[src/rtl/fifo_uart_tx.sv]
// ---------------------------------------------------------------------------
// FifoUartTx -- FIFO drain that serialises each popped entry as a UART frame.
//
// Pops one entry at a time from the edge-strobed byte FIFO with a single-cycle
// read strobe and shifts it out on the TX pin. Frame format: 1 start bit,
// DATA_WIDTH data bits LSB first, STOP_BITS stop bits, no parity.
//
// Ports
//   clock       in   system clock, rising edge
//   reset       in   asynchronous, active-high reset
//   enable      in   allows new frames to start
//   fifo_empty  in   FIFO empty flag, only looked at while idle
//   fifo_data   in   FIFO head entry, valid when fifo_empty is low
//   fifo_rd_en  out  one-cycle pop strobe, asserted as a frame starts
//   tx          out  serial line, idle high
//   busy        out  high from the start bit through the last stop bit
//   frame_done  out  one-cycle pulse as the last stop bit ends
// ---------------------------------------------------------------------------
module fifo_uart_tx #(
    parameter int CLK_FREQ     = 27000000,
    parameter int BAUD         = 115200,
    parameter int DATA_WIDTH   = 8,
    parameter int STOP_BITS    = 1,
    parameter int CLKS_PER_BIT = CLK_FREQ / BAUD
) (
    input  logic                  clock,
    input  logic                  reset,
    input  logic                  enable,
    input  logic                  fifo_empty,
    input  logic [DATA_WIDTH-1:0] fifo_data,
    output logic                  fifo_rd_en,
    output logic                  tx,
    output logic                  busy,
    output logic                  frame_done
);

    localparam int BAUD_W = (CLKS_PER_BIT > 1) ? $clog2(CLKS_PER_BIT) : 1;
    localparam int BIT_W  = (DATA_WIDTH > 1) ? $clog2(DATA_WIDTH) : 1;

    localparam logic [BAUD_W-1:0] BAUD_LAST = BAUD_W'(CLKS_PER_BIT - 1);
    localparam logic [BIT_W-1:0]  DATA_LAST = BIT_W'(DATA_WIDTH - 1);
    localparam logic [BIT_W-1:0]  STOP_LAST = BIT_W'(STOP_BITS - 1);

    typedef enum logic [1:0] {
        IDLE,
        START,
        DATA,
        STOP
    } state_t;

    state_t                r_state;
    state_t                w_stateNext;
    logic [BAUD_W-1:0]     r_baudCnt;
    logic [BAUD_W-1:0]     w_baudCntNext;
    logic [BIT_W-1:0]      r_bitCnt;
    logic [BIT_W-1:0]      w_bitCntNext;
    logic [DATA_WIDTH-1:0] r_shift;
    logic [DATA_WIDTH-1:0] w_shiftNext;
    logic                  r_tx;
    logic                  w_txNext;
    logic                  r_busy;
    logic                  w_busyNext;
    logic                  r_rdEn;
    logic                  w_rdEnNext;
    logic                  r_frameDone;
    logic                  w_frameDoneNext;
    logic                  w_bitEnd;

    // Last clock of the current bit period.
    assign w_bitEnd = (r_baudCnt == BAUD_LAST);

    assign fifo_rd_en = r_rdEn;
    assign tx         = r_tx;
    assign busy       = r_busy;
    assign frame_done = r_frameDone;

    // State and every output are registered; reset forces the line idle
    // (high) immediately, discarding whatever byte was in flight.
    always_ff @(posedge clock or posedge reset) begin
        if (reset) begin
            r_state     <= IDLE;
            r_baudCnt   <= '0;
            r_bitCnt    <= '0;
            r_shift     <= '0;
            r_tx        <= 1'b1;
            r_busy      <= 1'b0;
            r_rdEn      <= 1'b0;
            r_frameDone <= 1'b0;
        end else begin
            r_state     <= w_stateNext;
            r_baudCnt   <= w_baudCntNext;
            r_bitCnt    <= w_bitCntNext;
            r_shift     <= w_shiftNext;
            r_tx        <= w_txNext;
            r_busy      <= w_busyNext;
            r_rdEn      <= w_rdEnNext;
            r_frameDone <= w_frameDoneNext;
        end
    end

    // Next-state and next-output logic. The FIFO head is captured on the
    // same edge that raises the pop strobe, so the data is taken before the
    // FIFO advances its pointer. The data bit is presented from bit 0 of the
    // shift register as it shifts right, and tx is updated on the same edge
    // that starts each bit so the line changes exactly at bit boundaries.
    always_comb begin
        w_stateNext     = r_state;
        w_baudCntNext   = r_baudCnt;
        w_bitCntNext    = r_bitCnt;
        w_shiftNext     = r_shift;
        w_txNext        = r_tx;
        w_busyNext      = r_busy;
        w_rdEnNext      = 1'b0;
        w_frameDoneNext = 1'b0;

        case (r_state)
            IDLE: begin
                w_txNext   = 1'b1;
                w_busyNext = 1'b0;
                if (enable && !fifo_empty) begin
                    w_stateNext   = START;
                    w_shiftNext   = fifo_data;
                    w_rdEnNext    = 1'b1;
                    w_txNext      = 1'b0;
                    w_busyNext    = 1'b1;
                    w_baudCntNext = '0;
                    w_bitCntNext  = '0;
                end
            end

            START: begin
                if (w_bitEnd) begin
                    w_stateNext   = DATA;
                    w_baudCntNext = '0;
                    w_bitCntNext  = '0;
                    w_txNext      = r_shift[0];
                    w_shiftNext   = r_shift >> 1;
                end else begin
                    w_baudCntNext = r_baudCnt + 1'b1;
                end
            end

            DATA: begin
                if (w_bitEnd) begin
                    w_baudCntNext = '0;
                    if (r_bitCnt == DATA_LAST) begin
                        w_stateNext  = STOP;
                        w_bitCntNext = '0;
                        w_txNext     = 1'b1;
                    end else begin
                        w_bitCntNext = r_bitCnt + 1'b1;
                        w_txNext     = r_shift[0];
                        w_shiftNext  = r_shift >> 1;
                    end
                end else begin
                    w_baudCntNext = r_baudCnt + 1'b1;
                end
            end

            STOP: begin
                if (w_bitEnd) begin
                    w_baudCntNext = '0;
                    if (r_bitCnt == STOP_LAST) begin
                        w_stateNext     = IDLE;
                        w_bitCntNext    = '0;
                        w_busyNext      = 1'b0;
                        w_frameDoneNext = 1'b1;
                    end else begin
                        w_bitCntNext = r_bitCnt + 1'b1;
                    end
                end else begin
                    w_baudCntNext = r_baudCnt + 1'b1;
                end
            end

            default: begin
                w_stateNext = IDLE;
            end
        endcase
    end

endmodule

[config.mk]
export PLATFORM = sky130hd
export DESIGN_NAME = fifo_uart_tx
export DESIGN_NICKNAME = d
export VERILOG_FILES = /design/src/rtl/fifo_uart_tx.sv
export SDC_FILE = /design/constraint.sdc
export NUM_CORES = 1
export LEC_CHECK = 0
export ABC_CLOCK_PERIOD_IN_PS = 2900
export CORE_MARGIN = 8
export CORE_UTILIZATION = 55
export DETAILED_ROUTE_END_ITERATION = 12
export PLACE_DENSITY_LB_ADDON = 0.3
export SLEW_MARGIN = 20
export SYNTH_ARGS = -nofsm -noshare
export SYNTH_HDL_FRONTEND = slang
export SYNTH_SLANG_ARGS = --single-unit
export TNS_END_PERCENT = 100
[constraint.sdc]
create_clock -name clock -period 2.9 [get_ports clock]
set_input_delay 0.58 -clock clock [delete_from_list [all_inputs] [get_ports clock]]
set_output_delay 0.58 -clock clock [all_outputs]
set_load 0.02 [all_outputs]
==> results.txt, run 1 <==
Initial DRT Pass Iterations: 4
worst-path cell chain: inv_1 > ha_1 > nor2_1 > a21oi_4 > a2111oi_4 > mux2_2
skew final: 4.956 ps
P_leak: 0.0007720 uW
Net Count, Synth: 159
vias post-DR: 1,030
worst skew pair latency: 320 ps
commonest cells after routing, fill and taps aside: dfrtp_1, mux2_2, clkdlybuf4s50_1
Sw Share: 0.2156
wire per inst: 14.33 um
Max Clock Freq: 458.0 MHz
Critical Path Source Type: flop
# resized after CTS: 0
Worst-Margin Slew: 591.2 ps
ant diodes: 0
VDD IR-drop max: 0.2706 mV
CTS Hold Bufs: 0
layout cells sized above 1: 0.2171
Fin Setup TNS: 0 ps
DR vias/cell: 5.628
FILL cells: 239
synthesized area: 1503 um^2
crit end category: flop
Clock Power Share: 0.281
final wirelength: 2623 um
Hold Crit Class: flop to flop
Bufs on Longest Clock Path: 2
period utilisation layout: 0.7528
RSZ-0062 raised after global routing: no
Seq pwr share: 0.652
min Tclk post-route: 2183 ps
detailed placement HPWL: 2045 um
CP startpoint: r_state[0]
initial antenna violation count: 0
Slew Viols, Final: 0
input/output buffers: 15
total power: 547.7 uW
final hold viol count: 0
Combinational Power Share: 0.067
initial core utilization: 0.5594
Chip Width: 68.27 um
DR iter-0 viols: 46
status: finished, final reports clean
critical hold path startpoint: tx
register area share after synthesis: 0.4172
commonest non-fill, non-tap cell in the layout: dfrtp_1
syn avg cell area: 11.05 um^2
Global Route Usage Sum: 0.1272
reg-to-reg startpoint: r_state[0]
Core Box Area: 2686 um^2
first-pass GRT wire length: 4595 um
vias in the first global route: 1,097
critical path data required time: 3120 ps
Buf+Inv Stages, Crit Path: 1
Critical Path AT: 2400 ps
clock sinks: 25
Sequential Area: 626.9 um^2
asr flop ratio synth: 1.000
post-route setup slack: 716.8 ps
final number of setup-violating endpoints: 0
Num CTS Buffers: 3
routability cong.: 0.7995
Worst path max stage delay: 550 ps
flop and latch count out of synthesis: 25
Die Y: 68.27 um
Max transition margin: 0.6059
slowest stage cell, crit path: a2111oi_4
clock-pin slew on the worst setup and hold paths: 130 ps
Final nets: 176
Int Power: 429.6 uW
yosys warns: 0
DRC errors left: 0
Psw: 118.1 uW
Max Cap Viol: 0
Setup Buffers After CTS: 0
crit-path max FO: 9
Rows: 19
Post-synth EDFFs: 0
Die ar.: 4661 um^2
ys flop type: dfrtp_1
Unique masters post-synth: 38
CTS tree: yes
Largest delay share family, worst path: compound AO/OA/AOI/OAI gates
I/O Pins: 16
CP Class: flop to flop
CTS root buf: clkbuf_4
Mapped Cells: 136
PD cells: 325.2 nW/um^2
post-place setup slack: 338.6 ps
GRT overflow: 0
Multi-input gate area: 795.8 um^2
Area growth syn-to-layout: 12.07%
worst hold slack: 511.7 ps
post-route ant nets: 0
pin count of the biggest net entering global routing: 26
H-Tree Depth: 1
-- registers in the layout (all words and copies together) (netlist names) --
name / count
busy: 1
r_baudCnt: 8
r_bitCnt: 3
fifo_rd_en: 1
r_state: 2
tx: 1
frame_done: 1
r_shift: 8
-- layer usage --
metal  GRT usage  share of wire
met2      0.2087           0.51
met5           0              0
met3     0.02128          0.032
met1      0.1557           0.44
met4     0.06905          0.018
-- tightest hold or removal path, delay by kind of cell, from the launching register on --
family,cells,cell delay [ps]
AO/OA/AOI/OAI,2,130
flip-flops,1,390
-- synthesized netlist by cell type (2+ instances only) --
library cell / number / area [um^2]
a21oi_1: 7 / 35.03
a22o_2: 2 / 20.02
and4b_1: 2 / 20.02
buf_6: 2 / 22.52
dfrtp_1: 24 / 600.6
ha_1: 11 / 137.6
inv_1: 10 / 37.54
mux2_2: 19 / 214.0
nand2_1: 7 / 26.28
nand2b_1: 3 / 18.77
nand3_1: 5 / 25.02
nor2_1: 8 / 30.03
nor2b_1: 3 / 18.77
o21ai_0: 8 / 40.04
xnor2_1: 2 / 17.52
-- cell type report --
cell class | instances | share of cell area
clock buffers | 3 | 0.01337
clock inverters | 1 | 0.002972
inverters | 10 | 0.02229
multi-input cells | 97 | 0.4725
flip-flops and latches | 25 | 0.3722
well taps | 31 | 0.02303
repair buffers | 16 | 0.09361
-- final timing paths --
kind                            cells past startpoint  slack (ps)           end
worst max register to register                      6         720    r_shift[5]
worst min-delay path                                2         510            tx
max in group asynchronous                           3        2030            tx
min in group asynchronous                           3         580  r_baudCnt[1]
worst max-delay path                                6         720    r_shift[5]
worst min register to register                      2         510            tx
-- through the flow --
stage	instance area (um^2)	instances	utilization
2_1_floorplan	1503	136	-
3_3_place_gp	1657	179	0.6167
3_5_place_dp	1657	179	0.6167
4_1_cts	1684	183	0.6269
5_1_grt	1684	183	0.6269
6_report	1684	183	0.6269
-- logic make-up (layout without fill, tap and decap cells) --
group / after synthesis / in the layout / synth area share
DFF: 25 / 25 / 0.4172
AOI/OAI and AO/OA: 27 / 27 / 0.1357
muxes: 20 / 20 / 0.1490
adders and majority gates: 11 / 11 / 0.09159
buffers and inverters: 14 / 30 / 0.05329
and+or+nand+nor: 37 / 37 / 0.1416
xor gates and xnor gates: 2 / 2 / 0.01166
-- power groups by stage --
stage / Combinational [uW] / Sequential, uW / Clock, uW
5_1_grt: 42.0 / 358 / 171
3_5_place_dp: 37.9 / 364 / 0
2_1_floorplan: 18.0 / 363 / 0
4_1_cts: 38.0 / 357 / 163
3_3_place_gp: 36.6 / 363 / 0
6_report: 36.8 / 357 / 154
No activity file was read; power rests on OpenSTA's default activity.
==> run 2, diff against run 1 <==
ABC_CLOCK_PERIOD_IN_PS = 2200   (was 2900)
clock period = 2.2 ns   (was 2.9 ns; I/O delays follow)
==> run 2 against run 1 <==
Net effect:
- non-clock buffer count grew 5
- utilization grew 1.4 points
- register-to-register slack lost 430 ps
- clock skew grew 1.2 ps
- clock power grew 31%
- first-iteration DRC count grew 6.5%
- power grew 32%
- final cell count grew 2.7%
- critical endpoint is now r_shift[1]
- global-route usage shrank 0.18 points
- die area is the same
- fmax grew 14%
==> results.txt, run 2 (synthesis results as in run 1) <==
Die ar.: 4661 um^2
clock sinks: 25
first-pass GRT wire length: 4623 um
Die Y: 68.27 um
DR vias/cell: 5.676
Num CTS Buffers: 3
P_leak: 0.0007983 uW
crit end category: flop
Setup Buffers After CTS: 0
final hold viol count: 0
wire per inst: 14.40 um
Most Crowded Layer GR: met2
Global Route Usage Sum: 0.1254
Core Box Area: 2686 um^2
min Tclk post-route: 1917 ps
VDD IR-drop max: 0.4596 mV
initial core utilization: 0.5594
Final nets: 181
ant diodes: 0
GR Layer Usage met3: 0.02946
Slew Viols, Final: 0
post-route ant nets: 0
Max Clock Freq: 521.5 MHz
layout cells sized above 1: 0.2420
skew final: 6.165 ps
PD cells: 420.0 nW/um^2
placed inst area: 1694 um^2
Sequential Area: 626.9 um^2
Critical Path Source Type: flop
Bufs on Longest Clock Path: 2
vias post-DR: 1,067
routability cong.: 0.8479
Rows: 19
CTS tree: yes
# resized after CTS: 0
DRC errors left: 0
status: finished, final reports clean
Max transition margin: 0.5295
CP Class: flop to flop
Regs by FF count: r_baudCnt: 8 flops, r_shift: 8 flops, r_bitCnt: 3 flops
critical path data required time: 2410 ps
input/output buffers: 15
DR iter-0 viols: 49
Worst-Margin Slew: 688.0 ps
Initial DRT Pass Iterations: 5
vias in the first global route: 1,104
final number of setup-violating endpoints: 0
detailed placement HPWL: 2122 um
met1 usage: 0.1457
GRT overflow: 0
Area growth syn-to-layout: 14.57%
Chip Width: 68.27 um
H-Tree Depth: 1
clock-pin slew on the worst setup and hold paths: 140 ps
initial antenna violation count: 0
RSZ-0062 raised after global routing: no
crit-path max FO: 8
final core occ: 0.6409
CTS Hold Bufs: 0
CTS root buf: clkbuf_4
worst skew pair latency: 310 ps
Fin Setup TNS: 0 ps
period utilisation layout: 0.8715
Multi-input gate area: 795.8 um^2
Critical Path AT: 2130 ps
final wirelength: 2708 um
fin area: 1722 um^2
Max Cap Viol: 0
FILL cells: 227
pin count of the biggest net entering global routing: 26
commonest non-fill, non-tap cell in the layout: dfrtp_1
Hold Crit Class: input pin to asynchronous set/reset pin
commonest cells after routing, fill and taps aside: dfrtp_1, mux2_2, clkdlybuf4s50_1
I/O Pins: 16
grt met2 use: 0.2239
## run 2: cell types whose count changed in the layout (fill, tap and decap cells not counted), sizes merged
cell and change:
buf +5
## run 2: metrics by stage
step / hold WS (ps) / instances / power, uW / setup slack [ps]
global route: 526.5 / 188 / 756.3 / 187.0
CTS: 483.6 / 188 / 739.1 / 262.0
global placement: 481.5 / 184 / 528.5 / 38.51
detailed placement: 490.2 / 184 / 531.4 / 6.723
floorplan: 466.6 / 136 / 501.7 / 201.6
finish: 486.9 / 188 / 723.2 / 282.6
## run 2: worst max-delay path, cell delays in order (launching register included)
cell and delay (ps):
dfrtp_1 410, inv_1 100, ha_1 220, nor2_1 190
a21oi_4 70, a2111oi_4 260, buf_4 220, mux2_2 340
## run 2: final timing paths
| check | start | to | slack, ps | cells after the start |
|---|---|---|---|---|
| min | reset | r_state[0] | 490 | 3 |
| max | r_state[0] | r_shift[1] | 280 | 7 |
| min in group clock | tx | tx | 510 | 2 |
| min reg2reg | tx | tx | 510 | 2 |
| max reg2reg | r_state[0] | r_shift[1] | 280 | 7 |
| max in group asynchronous | reset | tx | 1420 | 3 |
## run 2: layout make-up
cell class | instances | area share
well taps | 31 | 0.02253
flip-flops and latches | 25 | 0.3641
repair buffers | 21 | 0.1134
clock inverters | 1 | 0.002907
clock buffers | 3 | 0.01308
inverters | 10 | 0.02180
multi-input cells | 97 | 0.4622
## run 2: routing by layer
layer | wire length, um | part of all wire
met1 | 1199 | 0.44
met2 | 1356 | 0.50
met3 | 116 | 0.043
met4 | 36 | 0.013
met5 | 0 | 0
## run 2: report_power, final
part	internal, uW	switching (uW)	total (uW)
Clock	67.9	134	202
Combinational	32.3	18.6	50.8
Sequential	467	3.63	471
==> run 3, diff against run 2 <==
CAP_MARGIN = 0   (was not set)
CTS_CLUSTER_DIAMETER = 50   (was not set)
==> results of run 3 <==
The final DEF is identical to that of run 2; final timing and power are the same.
